File: src/rtl/axis_user_mux_if.sv
// AXI-Stream link used by axis_user_mux for both source ports and the merged output.
// Also carries the data-link status type shared by the mux and its environment.

package axis_user_mux_pkg;
    typedef enum logic [1:0] {
        DL_INACTIVE = 2'd0,
        DL_FEATURE  = 2'd1,
        DL_INIT     = 2'd2,
        DL_ACTIVE   = 2'd3
    } pcie_dl_status_e;
endpackage

interface axis_user_mux_if #(
    parameter int DATA_WIDTH = 32,
    parameter int KEEP_WIDTH = DATA_WIDTH / 8,
    parameter int USER_WIDTH = 2
);
    logic [DATA_WIDTH-1:0] tdata;
    logic [KEEP_WIDTH-1:0] tkeep;
    logic                  tvalid;
    logic                  tlast;
    logic [USER_WIDTH-1:0] tuser;
    logic                  tready;

    modport master (output tdata, tkeep, tvalid, tlast, tuser, input tready);
    modport slave  (input tdata, tkeep, tvalid, tlast, tuser, output tready);
endinterface

File: src/rtl/axis_user_mux.sv
// axis_user_mux: merges a DLLP stream and a TLP stream into one AXI-Stream output.
// Packet-atomic arbitration (decide in IDLE, then stream), DLLP priority, TLPs only
// granted while the link is DL_ACTIVE, tuser[1:0] rewritten with the source tag, and
// a 2-entry skid register on the output.
// Optional feature: define AXIS_USER_MUX_FAIR_ARB_EN to enable the DLLP burst limiter
// that forces a TLP grant after MAX_DLLP_BURST DLLP packets while a TLP is waiting.

module axis_user_mux
    import axis_user_mux_pkg::*;
#(
    parameter int DATA_WIDTH     = 32,
    parameter int KEEP_WIDTH     = DATA_WIDTH / 8,
    parameter int USER_WIDTH     = 2,
    parameter int MAX_DLLP_BURST = 4
) (
    input  logic            clk_i,
    input  logic            rst_i,
    input  pcie_dl_status_e link_status_i,
    axis_user_mux_if.slave  s_tlp_axis,
    axis_user_mux_if.slave  s_dllp_axis,
    axis_user_mux_if.master m_axis
);

    if (USER_WIDTH < 2 || MAX_DLLP_BURST < 1) begin : g_param_check
        $error("axis_user_mux: USER_WIDTH must be >= 2 and MAX_DLLP_BURST >= 1");
    end

    typedef enum logic [1:0] {ST_IDLE, ST_DLLP, ST_TLP} state_e;

    typedef struct packed {
        logic [DATA_WIDTH-1:0] data;
        logic [KEEP_WIDTH-1:0] keep;
        logic                  last;
        logic [USER_WIDTH-1:0] user;
    } beat_t;

    state_e state_q, state_d;

    beat_t  out_q, out_d, skid_q, skid_d, in_beat;
    logic   out_vld_q, out_vld_d, skid_vld_q, skid_vld_d;
    logic   in_vld, in_rdy, push, pop;

    logic   tlp_ok, burst_full, pick_tlp, pick_dllp;

    // A TLP is only eligible for a new grant while the data link is up
    assign tlp_ok = s_tlp_axis.tvalid && (link_status_i == DL_ACTIVE);

`ifdef AXIS_USER_MUX_FAIR_ARB_EN
    localparam int CNT_W = $clog2(MAX_DLLP_BURST + 1);

    logic [CNT_W-1:0] dllp_burst_cnt_q;

    assign burst_full = (dllp_burst_cnt_q == CNT_W'(MAX_DLLP_BURST));

    // Count DLLP packets granted while a TLP waits; any TLP grant or idle TLP source clears it
    always_ff @(posedge clk_i or posedge rst_i) begin
        if (rst_i) begin
            dllp_burst_cnt_q <= '0;
        end else if (!s_tlp_axis.tvalid) begin
            dllp_burst_cnt_q <= '0;
        end else if (state_q == ST_IDLE && pick_tlp) begin
            dllp_burst_cnt_q <= '0;
        end else if (state_q == ST_IDLE && pick_dllp && !burst_full) begin
            dllp_burst_cnt_q <= dllp_burst_cnt_q + 1'b1;
        end
    end
`else
    assign burst_full = 1'b0;
`endif

    // DLLP wins ties unless the burst limit has been reached
    assign pick_tlp  = tlp_ok && (!s_dllp_axis.tvalid || burst_full);
    assign pick_dllp = s_dllp_axis.tvalid && !pick_tlp;

    // FSM state register
    always_ff @(posedge clk_i or posedge rst_i) begin
        if (rst_i) state_q <= ST_IDLE;
        else       state_q <= state_d;
    end

    // FSM next state: grant from IDLE, hold until the granted source's tlast transfers
    always_comb begin
        state_d = state_q;
        unique case (state_q)
            ST_IDLE: begin
                if (pick_tlp)       state_d = ST_TLP;
                else if (pick_dllp) state_d = ST_DLLP;
            end
            ST_DLLP: if (push && in_beat.last) state_d = ST_IDLE;
            ST_TLP:  if (push && in_beat.last) state_d = ST_IDLE;
            default: state_d = ST_IDLE;
        endcase
    end

    // FSM outputs: only the granted source sees the buffer's ready. A TLP already
    // granted keeps streaming if the link drops so the packet is never truncated.
    always_comb begin
        s_tlp_axis.tready  = (state_q == ST_TLP)  && in_rdy;
        s_dllp_axis.tready = (state_q == ST_DLLP) && in_rdy;
    end

    // Source select and tuser tag rewrite (bit1 = TLP, bit0 = DLLP, upper bits pass)
    always_comb begin
        if (state_q == ST_TLP) begin
            in_beat = '{data: s_tlp_axis.tdata, keep: s_tlp_axis.tkeep,
                        last: s_tlp_axis.tlast, user: s_tlp_axis.tuser};
            in_vld  = s_tlp_axis.tvalid;
        end else begin
            in_beat = '{data: s_dllp_axis.tdata, keep: s_dllp_axis.tkeep,
                        last: s_dllp_axis.tlast, user: s_dllp_axis.tuser};
            in_vld  = s_dllp_axis.tvalid && (state_q == ST_DLLP);
        end
        in_beat.user[1] = (state_q == ST_TLP);
        in_beat.user[0] = (state_q != ST_TLP);
    end

    // Upstream ready depends only on the skid slot, so it is a clean registered signal
    assign in_rdy = !skid_vld_q;
    assign push   = in_vld && in_rdy;
    assign pop    = out_vld_q && m_axis.tready;

    // Skid next state: the skid slot absorbs the one beat accepted while the output stalls
    always_comb begin
        out_d      = out_q;
        out_vld_d  = out_vld_q;
        skid_d     = skid_q;
        skid_vld_d = skid_vld_q;
        if (skid_vld_q) begin
            if (pop) begin
                out_d      = skid_q;
                skid_vld_d = 1'b0;
            end
        end else if (push) begin
            if (!out_vld_q || pop) begin
                out_d     = in_beat;
                out_vld_d = 1'b1;
            end else begin
                skid_d     = in_beat;
                skid_vld_d = 1'b1;
            end
        end else if (pop) begin
            out_vld_d = 1'b0;
        end
    end

    // Skid registers; reset drops any buffered beats
    always_ff @(posedge clk_i or posedge rst_i) begin
        if (rst_i) begin
            out_q      <= '0;
            out_vld_q  <= 1'b0;
            skid_q     <= '0;
            skid_vld_q <= 1'b0;
        end else begin
            out_q      <= out_d;
            out_vld_q  <= out_vld_d;
            skid_q     <= skid_d;
            skid_vld_q <= skid_vld_d;
        end
    end

    assign m_axis.tdata  = out_q.data;
    assign m_axis.tkeep  = out_q.keep;
    assign m_axis.tlast  = out_q.last;
    assign m_axis.tuser  = out_q.user;
    assign m_axis.tvalid = out_vld_q;

endmodule

File: src/flat_wrapper.sv
// flat-port wrapper written by rule: the top's interface ports become plain ports
module axis_user_mux_flat import axis_user_mux_pkg::*;
#(
    parameter int DATA_WIDTH     = 32,
    parameter int KEEP_WIDTH     = DATA_WIDTH / 8,
    parameter int USER_WIDTH     = 2,
    parameter int MAX_DLLP_BURST = 4
)
  (clk_i, rst_i, link_status_i, s_tlp_axis_tdata, s_tlp_axis_tkeep, s_tlp_axis_tvalid, s_tlp_axis_tlast, s_tlp_axis_tuser, s_tlp_axis_tready, s_dllp_axis_tdata, s_dllp_axis_tkeep, s_dllp_axis_tvalid, s_dllp_axis_tlast, s_dllp_axis_tuser, s_dllp_axis_tready, m_axis_tdata, m_axis_tkeep, m_axis_tvalid, m_axis_tlast, m_axis_tuser, m_axis_tready);
  axis_user_mux_if #(.DATA_WIDTH(DATA_WIDTH), .KEEP_WIDTH(KEEP_WIDTH), .USER_WIDTH(USER_WIDTH)) s_tlp_axis_i ();
  axis_user_mux_if #(.DATA_WIDTH(DATA_WIDTH), .KEEP_WIDTH(KEEP_WIDTH), .USER_WIDTH(USER_WIDTH)) s_dllp_axis_i ();
  axis_user_mux_if #(.DATA_WIDTH(DATA_WIDTH), .KEEP_WIDTH(KEEP_WIDTH), .USER_WIDTH(USER_WIDTH)) m_axis_i ();
  input  logic clk_i;
  input  logic rst_i;
  input  pcie_dl_status_e link_status_i;
  input wire logic [$bits(s_tlp_axis_i.tdata)-1:0] s_tlp_axis_tdata;
  input wire logic [$bits(s_tlp_axis_i.tkeep)-1:0] s_tlp_axis_tkeep;
  input wire logic [$bits(s_tlp_axis_i.tvalid)-1:0] s_tlp_axis_tvalid;
  input wire logic [$bits(s_tlp_axis_i.tlast)-1:0] s_tlp_axis_tlast;
  input wire logic [$bits(s_tlp_axis_i.tuser)-1:0] s_tlp_axis_tuser;
  output wire logic [$bits(s_tlp_axis_i.tready)-1:0] s_tlp_axis_tready;
  input wire logic [$bits(s_dllp_axis_i.tdata)-1:0] s_dllp_axis_tdata;
  input wire logic [$bits(s_dllp_axis_i.tkeep)-1:0] s_dllp_axis_tkeep;
  input wire logic [$bits(s_dllp_axis_i.tvalid)-1:0] s_dllp_axis_tvalid;
  input wire logic [$bits(s_dllp_axis_i.tlast)-1:0] s_dllp_axis_tlast;
  input wire logic [$bits(s_dllp_axis_i.tuser)-1:0] s_dllp_axis_tuser;
  output wire logic [$bits(s_dllp_axis_i.tready)-1:0] s_dllp_axis_tready;
  output wire logic [$bits(m_axis_i.tdata)-1:0] m_axis_tdata;
  output wire logic [$bits(m_axis_i.tkeep)-1:0] m_axis_tkeep;
  output wire logic [$bits(m_axis_i.tvalid)-1:0] m_axis_tvalid;
  output wire logic [$bits(m_axis_i.tlast)-1:0] m_axis_tlast;
  output wire logic [$bits(m_axis_i.tuser)-1:0] m_axis_tuser;
  input wire logic [$bits(m_axis_i.tready)-1:0] m_axis_tready;
  assign s_tlp_axis_i.tdata = s_tlp_axis_tdata;
  assign s_tlp_axis_i.tkeep = s_tlp_axis_tkeep;
  assign s_tlp_axis_i.tvalid = s_tlp_axis_tvalid;
  assign s_tlp_axis_i.tlast = s_tlp_axis_tlast;
  assign s_tlp_axis_i.tuser = s_tlp_axis_tuser;
  assign s_tlp_axis_tready = s_tlp_axis_i.tready;
  assign s_dllp_axis_i.tdata = s_dllp_axis_tdata;
  assign s_dllp_axis_i.tkeep = s_dllp_axis_tkeep;
  assign s_dllp_axis_i.tvalid = s_dllp_axis_tvalid;
  assign s_dllp_axis_i.tlast = s_dllp_axis_tlast;
  assign s_dllp_axis_i.tuser = s_dllp_axis_tuser;
  assign s_dllp_axis_tready = s_dllp_axis_i.tready;
  assign m_axis_tdata = m_axis_i.tdata;
  assign m_axis_tkeep = m_axis_i.tkeep;
  assign m_axis_tvalid = m_axis_i.tvalid;
  assign m_axis_tlast = m_axis_i.tlast;
  assign m_axis_tuser = m_axis_i.tuser;
  assign m_axis_i.tready = m_axis_tready;
  axis_user_mux #(.DATA_WIDTH(DATA_WIDTH), .KEEP_WIDTH(KEEP_WIDTH), .USER_WIDTH(USER_WIDTH), .MAX_DLLP_BURST(MAX_DLLP_BURST)) u_core (.clk_i(clk_i), .rst_i(rst_i), .link_status_i(link_status_i), .s_tlp_axis(s_tlp_axis_i), .s_dllp_axis(s_dllp_axis_i), .m_axis(m_axis_i));
endmodule
File: config.mk
export PLATFORM = sky130hd
export DESIGN_NAME = axis_user_mux_flat
export DESIGN_NICKNAME = d
export VERILOG_FILES = /design/src/rtl/axis_user_mux_if.sv /design/src/rtl/axis_user_mux.sv /design/src/flat_wrapper.sv
export SDC_FILE = /design/constraint.sdc
export NUM_CORES = 1
export LEC_CHECK = 0
export ABC_CLOCK_PERIOD_IN_PS = 3960
export CAP_MARGIN = 20
export CORE_MARGIN = 2
export CORE_UTILIZATION = 25
export DETAILED_ROUTE_END_ITERATION = 8
export PLACE_DENSITY = 0.59
export SYNTH_ARGS = -nofsm -noshare
export SYNTH_HDL_FRONTEND = slang
export SYNTH_SLANG_ARGS = --single-unit
File: constraint.sdc
create_clock -name clk_i -period 3.96 [get_ports clk_i]
set_input_delay 0.99 -clock clk_i [delete_from_list [all_inputs] [get_ports clk_i]]
set_output_delay 0.99 -clock clk_i [all_outputs]
set_load 0.005 [all_outputs]
# Word level (Yosys, flattened, before mapping)
# Cells that the tools add are included.
# W data, S select, Z words.
[totals]
input_bits = 85
register_bits = 82
[classes]
n_bitwise = 2
n_mux = 17
reduce_logical = 23
eq_ne = 8
[ops]
columns = ["cell", "count"]
rows = [
  ["$mux W39", 5],
  ["$logic_and A1 B1 Y1", 9],
  ["$reduce_and A3 Y1", 3],
  ["$mux W1", 8],
  ["$mux W2", 3],
  ["$ne A2 B2 Y1 const B", 3],
  ["$reduce_bool A2 Y1", 3],
  ["$eq A2 B2 Y1 const B", 2],
  ["$logic_not A1 Y1", 4],
  ["$pmux W2 S2", 1],
  ["$ne A3 B1 Y1 const B", 1],
  ["$eq A2 B1 Y1 const B", 1],
  ["$logic_not A2 Y1", 1],
  ["$ne A2 B1 Y1 const B", 1],
  ["$not A1 Y1", 2],
  ["$reduce_and A2 Y1", 1],
  ["$reduce_or A2 Y1", 1],
  ["$logic_or A1 B1 Y1", 1],
]

# Logic depth before layout (Yosys ltp)
[logic_depth]
ltp_word = 8
ltp_mapped = 9
mapped_depth_nobuf = 6

# Worst setup path after synthesis
# Ideal clock, no wire load.
[synth_path]
path_kind = "register to output"
startpoint = "register u_core.state_q[0]"
endpoint = "output s_tlp_axis_tready"
path_stages_with_launch = 7
path_buffers = 3
path_slack_ns = 1.533
t_arrival_ns = 1.437
path_cell_list = "dfrtp_1 -> inv_1 -> ha_1 -> buf_2 -> buf_4 -> buf_2 -> nor2b_1"
[synth_lines]
columns = ["element", "line", "source"]
rows = [
  ["start, declared", "axis_user_mux.sv:37", "state_e state_q, state_d;"],
  ["start signal, assigned", "axis_user_mux.sv:78", "else state_q <= state_d;"],
  ["end, declared", "flat_wrapper.sv:21", "output wire logic [$bits(s_tlp_axis_i.tready)-1:0] s_tlp_axis_tready;"],
]

# Worst setup path in the final report
[layout_path]
startpoint = "register u_core.skid_vld_q"
endpoint = "output s_tlp_axis_tready"
[layout_via]
elab_chain_len = 2
[layout_rtl]
columns = ["element", "line", "source"]
rows = [
  ["start, declared", "axis_user_mux.sv:40", "logic out_vld_q, out_vld_d, skid_vld_q, skid_vld_d;"],
  ["start signal, assigned", "axis_user_mux.sv:157", "skid_vld_q <= skid_vld_d;"],
  ["$logic_not A1 Y1", "axis_user_mux.sv:118", "assign in_rdy = !skid_vld_q;"],
  ["$logic_and A1 B1 Y1", "axis_user_mux.sv:98", "s_tlp_axis.tready = (state_q == ST_TLP) && in_rdy;"],
]
# No other way between the ends.

==> results_dict.tcl <==
set metrics [dict create \
    avgRoutedWirePerCell_um 12.9 \
    outcome "completed" \
    final.period_utilization 0.742 \
    leakage_power_figure_nw 2.25 \
    initial_utilization 0.254 \
    fraction_of_the_core_area_covered_by_cells_at_the_end_of_the_flow 0.367 \
    path_max_fanout 45 \
    final_cell_area_um2 5540 \
    die_w_um 128 \
    criticalPathCategory "reg2out" \
    synthesis.nets 499 \
    global_route_wire_length_before_repair_um 15200 \
    final_net_count 609 \
    insertedDiodeCount 0 \
    cp-end-kind "primary output" \
    ys.warnings.count 0 \
    startpoint "u_core.skid_vld_q" \
    chipHeight_um 128 \
    setup_viol 0 \
    transition_time_of_the_tightest_slew_check_pin_ps 797 \
    reg2reg_setup_slack_ps 1370 \
    floorplan.rows 45 \
    drt_first_pass_iters 6 \
    clk_path_buf_depth 2 \
    vias 3191 \
    fp.dieArea_um2 16300 \
    critical_path_required_ps 2970 \
    detailed_place_hpwl_um 6650 \
    overall_track_demand_over_capacity_in_global_routing 0.119 \
    clkLatencyLatePin_ps 340 \
    synth-seq-cells 82 \
    post_route_cells_drive_above_1_share 0.0570 \
    detail_route.vias_per_cell 4.47 \
    maximum_vdd_drop_mv 0.216 \
    period_minus_slack_ps 2940 \
    worstHoldPathType "reg2reg" \
    clock_tree.root_cell "clkbuf_16" \
    io_buffers 122 \
    fp.coreArea_um2 15100 \
    report.final.hold_viol_count 0 \
    worst_min_delay_path_startpoint "u_core.m_axis.tkeep[2]" \
    finalSetupTns_ps 0 \
    drt_iter0_markers 135 \
    i_o_pins 127 \
    post_cts_resized 0 \
    clock-skew-final_ps 3.11 \
    synthesis.area_per_instance_um2 9.32 \
    power_per_cell_area_nw_per_um2 745 \
    grt_setup_unrepaired "no" \
    cts-hold-fix-buffers 0 \
    netlist_area_um2 3830 \
    dp_worst_setup_slack_ps 961 \
    cts.sinks 82 \
    max-slew-margin-rel 0.469 \
    library_cells_used_by_synthesis 28 \
    layout_setup_ws_ps 1020 \
    syn-instance-count 411 \
    timing.max_cap.violations 0 \
    first_global_vias 3142 \
    seq_area_frac_synth 0.535 \
    place_congestion 0.743 \
    place_inst 698 \
    pin_count_of_the_biggest_net_entering_global_routing 47 \
    remaining_global_route_overflow 0 \
    syn_to_final_growth_pct 44.5 \
    r2r_start "u_core.state_q[0]" \
    final-instance-count-excl-fill 714 \
    detail_route.drc_violations 0 \
    path_clk_slew_ps 60 \
    totalWireLength_um 9200 \
    antenna_violations_before_repair 0 \
    cts_buffers 9 \
    drv_slew 0 \
    timing.critical_path.from_type "flip-flop" \
    area_after_detailed_placement_um2 5220 \
    htree_num_levels 3 \
    fin_hold_ws_ps 475 \
    cp_data_arrival_time_ps 1950 \
    antenna_violating_nets_post_route 0 \
    cts_setup_buffers 0 \
    sum_of_internal_switching_and_leakage_power_mw 4.13 \
    max_clock_freq_ghz 0.340 \
    cts_tree "done" \
]
cell type report:
type                    instances  area [µm²]
clock buffers                  11         243
clock inverters                 5        77.6
fillers                      1522        9550
inverters                       5        20.0
multi-input cells             294        1610
flip-flops and latches         82        2050
well taps                     188         235
repair buffers                129        1300
cell usage after synthesis:
library cell  number  area (µm²)
buf_6              3        33.8
nand3b_4           1        20.0
nand3_1            3        15.0
a21oi_1           78         390
nand2b_1           1        6.26
and2_1             1        6.26
o21ai_0           19        95.1
a311o_1            1        10.0
mux2_2             1        11.3
clkbuf_2           1        5.00
o211ai_1           1        7.51
clkbuf_1           8        30.0
mux2i_1           38         380
dfrtp_1           82        2050
buf_2             12        60.1
a211o_1            1        8.76
a211oi_2           1        12.5
nand2_1           43         161
ha_1               3        37.5
o21bai_1           1        7.51
o22a_1             1        8.76
inv_1              5        18.8
buf_1              3        11.3
nor2b_1            5        31.3
o31ai_2            1        12.5
nor2_1            75         282
o21ai_1           19        95.1
buf_4              3        22.5
placed cells by master (no fill, tap or decap), drive strengths merged:
cell type and count:
a211oi 1, a211o 1, clkdlybuf4s50 122, nand2 43, inv 4, o31ai 1, dfrtp 82, nor2 75
clkbuf 11, o21ai 38, o21bai 1, a311o 1, o211ai 1, nand3b 1, a21oi 78, and2 1
clkinv 3, buf 7, nand2b 1, clkinvlp 1, ha 3, nand3 3, nor2b 5, o22a 1
bufinv 2, mux2 1, mux2i 38
critical path, stage by stage, from the launching register on:
cell and delay, ps:
dfrtp_2 690, nor2b_1 360, clkdlybuf4s50_1 560
registers in the layout (all words and copies together), names as in the netlist:
| name | count |
|---|---|
| u_core.m_axis.tkeep | 4 |
| u_core.skid_vld_q | 1 |
| u_core.skid_q | 39 |
| u_core.m_axis.tvalid | 1 |
| u_core.m_axis.tuser | 2 |
| u_core.m_axis.tlast | 1 |
| u_core.state_q | 2 |
| u_core.m_axis.tdata | 32 |
path summary, 6_finish.rpt:
| check | end | cells past startpoint |
|---|---|---|
| hold / removal | u_core.m_axis.tkeep[2] | 2 |
| hold reg to reg | u_core.m_axis.tkeep[2] | 2 |
| max in group asynchronous | u_core.m_axis.tdata[10] | 3 |
| setup reg to reg | u_core.m_axis.tuser[0] | 7 |
| min in group asynchronous | u_core.skid_q[16] | 2 |
| setup / recovery | s_tlp_axis_tready | 2 |
report_power, final:
group          switching, mW  total, mW  internal (mW)
logic                  0.826       1.70          0.877
clock network          0.326      0.893          0.567
registers              0.275       1.53           1.26
total                   1.43       4.13           2.70
layer usage:
layer	up-vias	part of all wire	global-route usage
met5	-	0	0
met4	0	0.021	0.0582
met3	12	0.050	0.0292
met2	76	0.50	0.202
met1	1494	0.43	0.140
li1	1609	-	-
logic make-up (layout without fill, tap and decap cells):
kind of cell,after synthesis,after routing,share of synthesized area
AOI/OAI and AO/OA,123,123,0.169
adders and majority gates,3,3,0.00980
buffers and inverters,35,150,0.0473
DFF,82,82,0.535
muxes,39,39,0.102
and+or+nand+nor,129,129,0.136
Power figures use the tool's default switching activity.
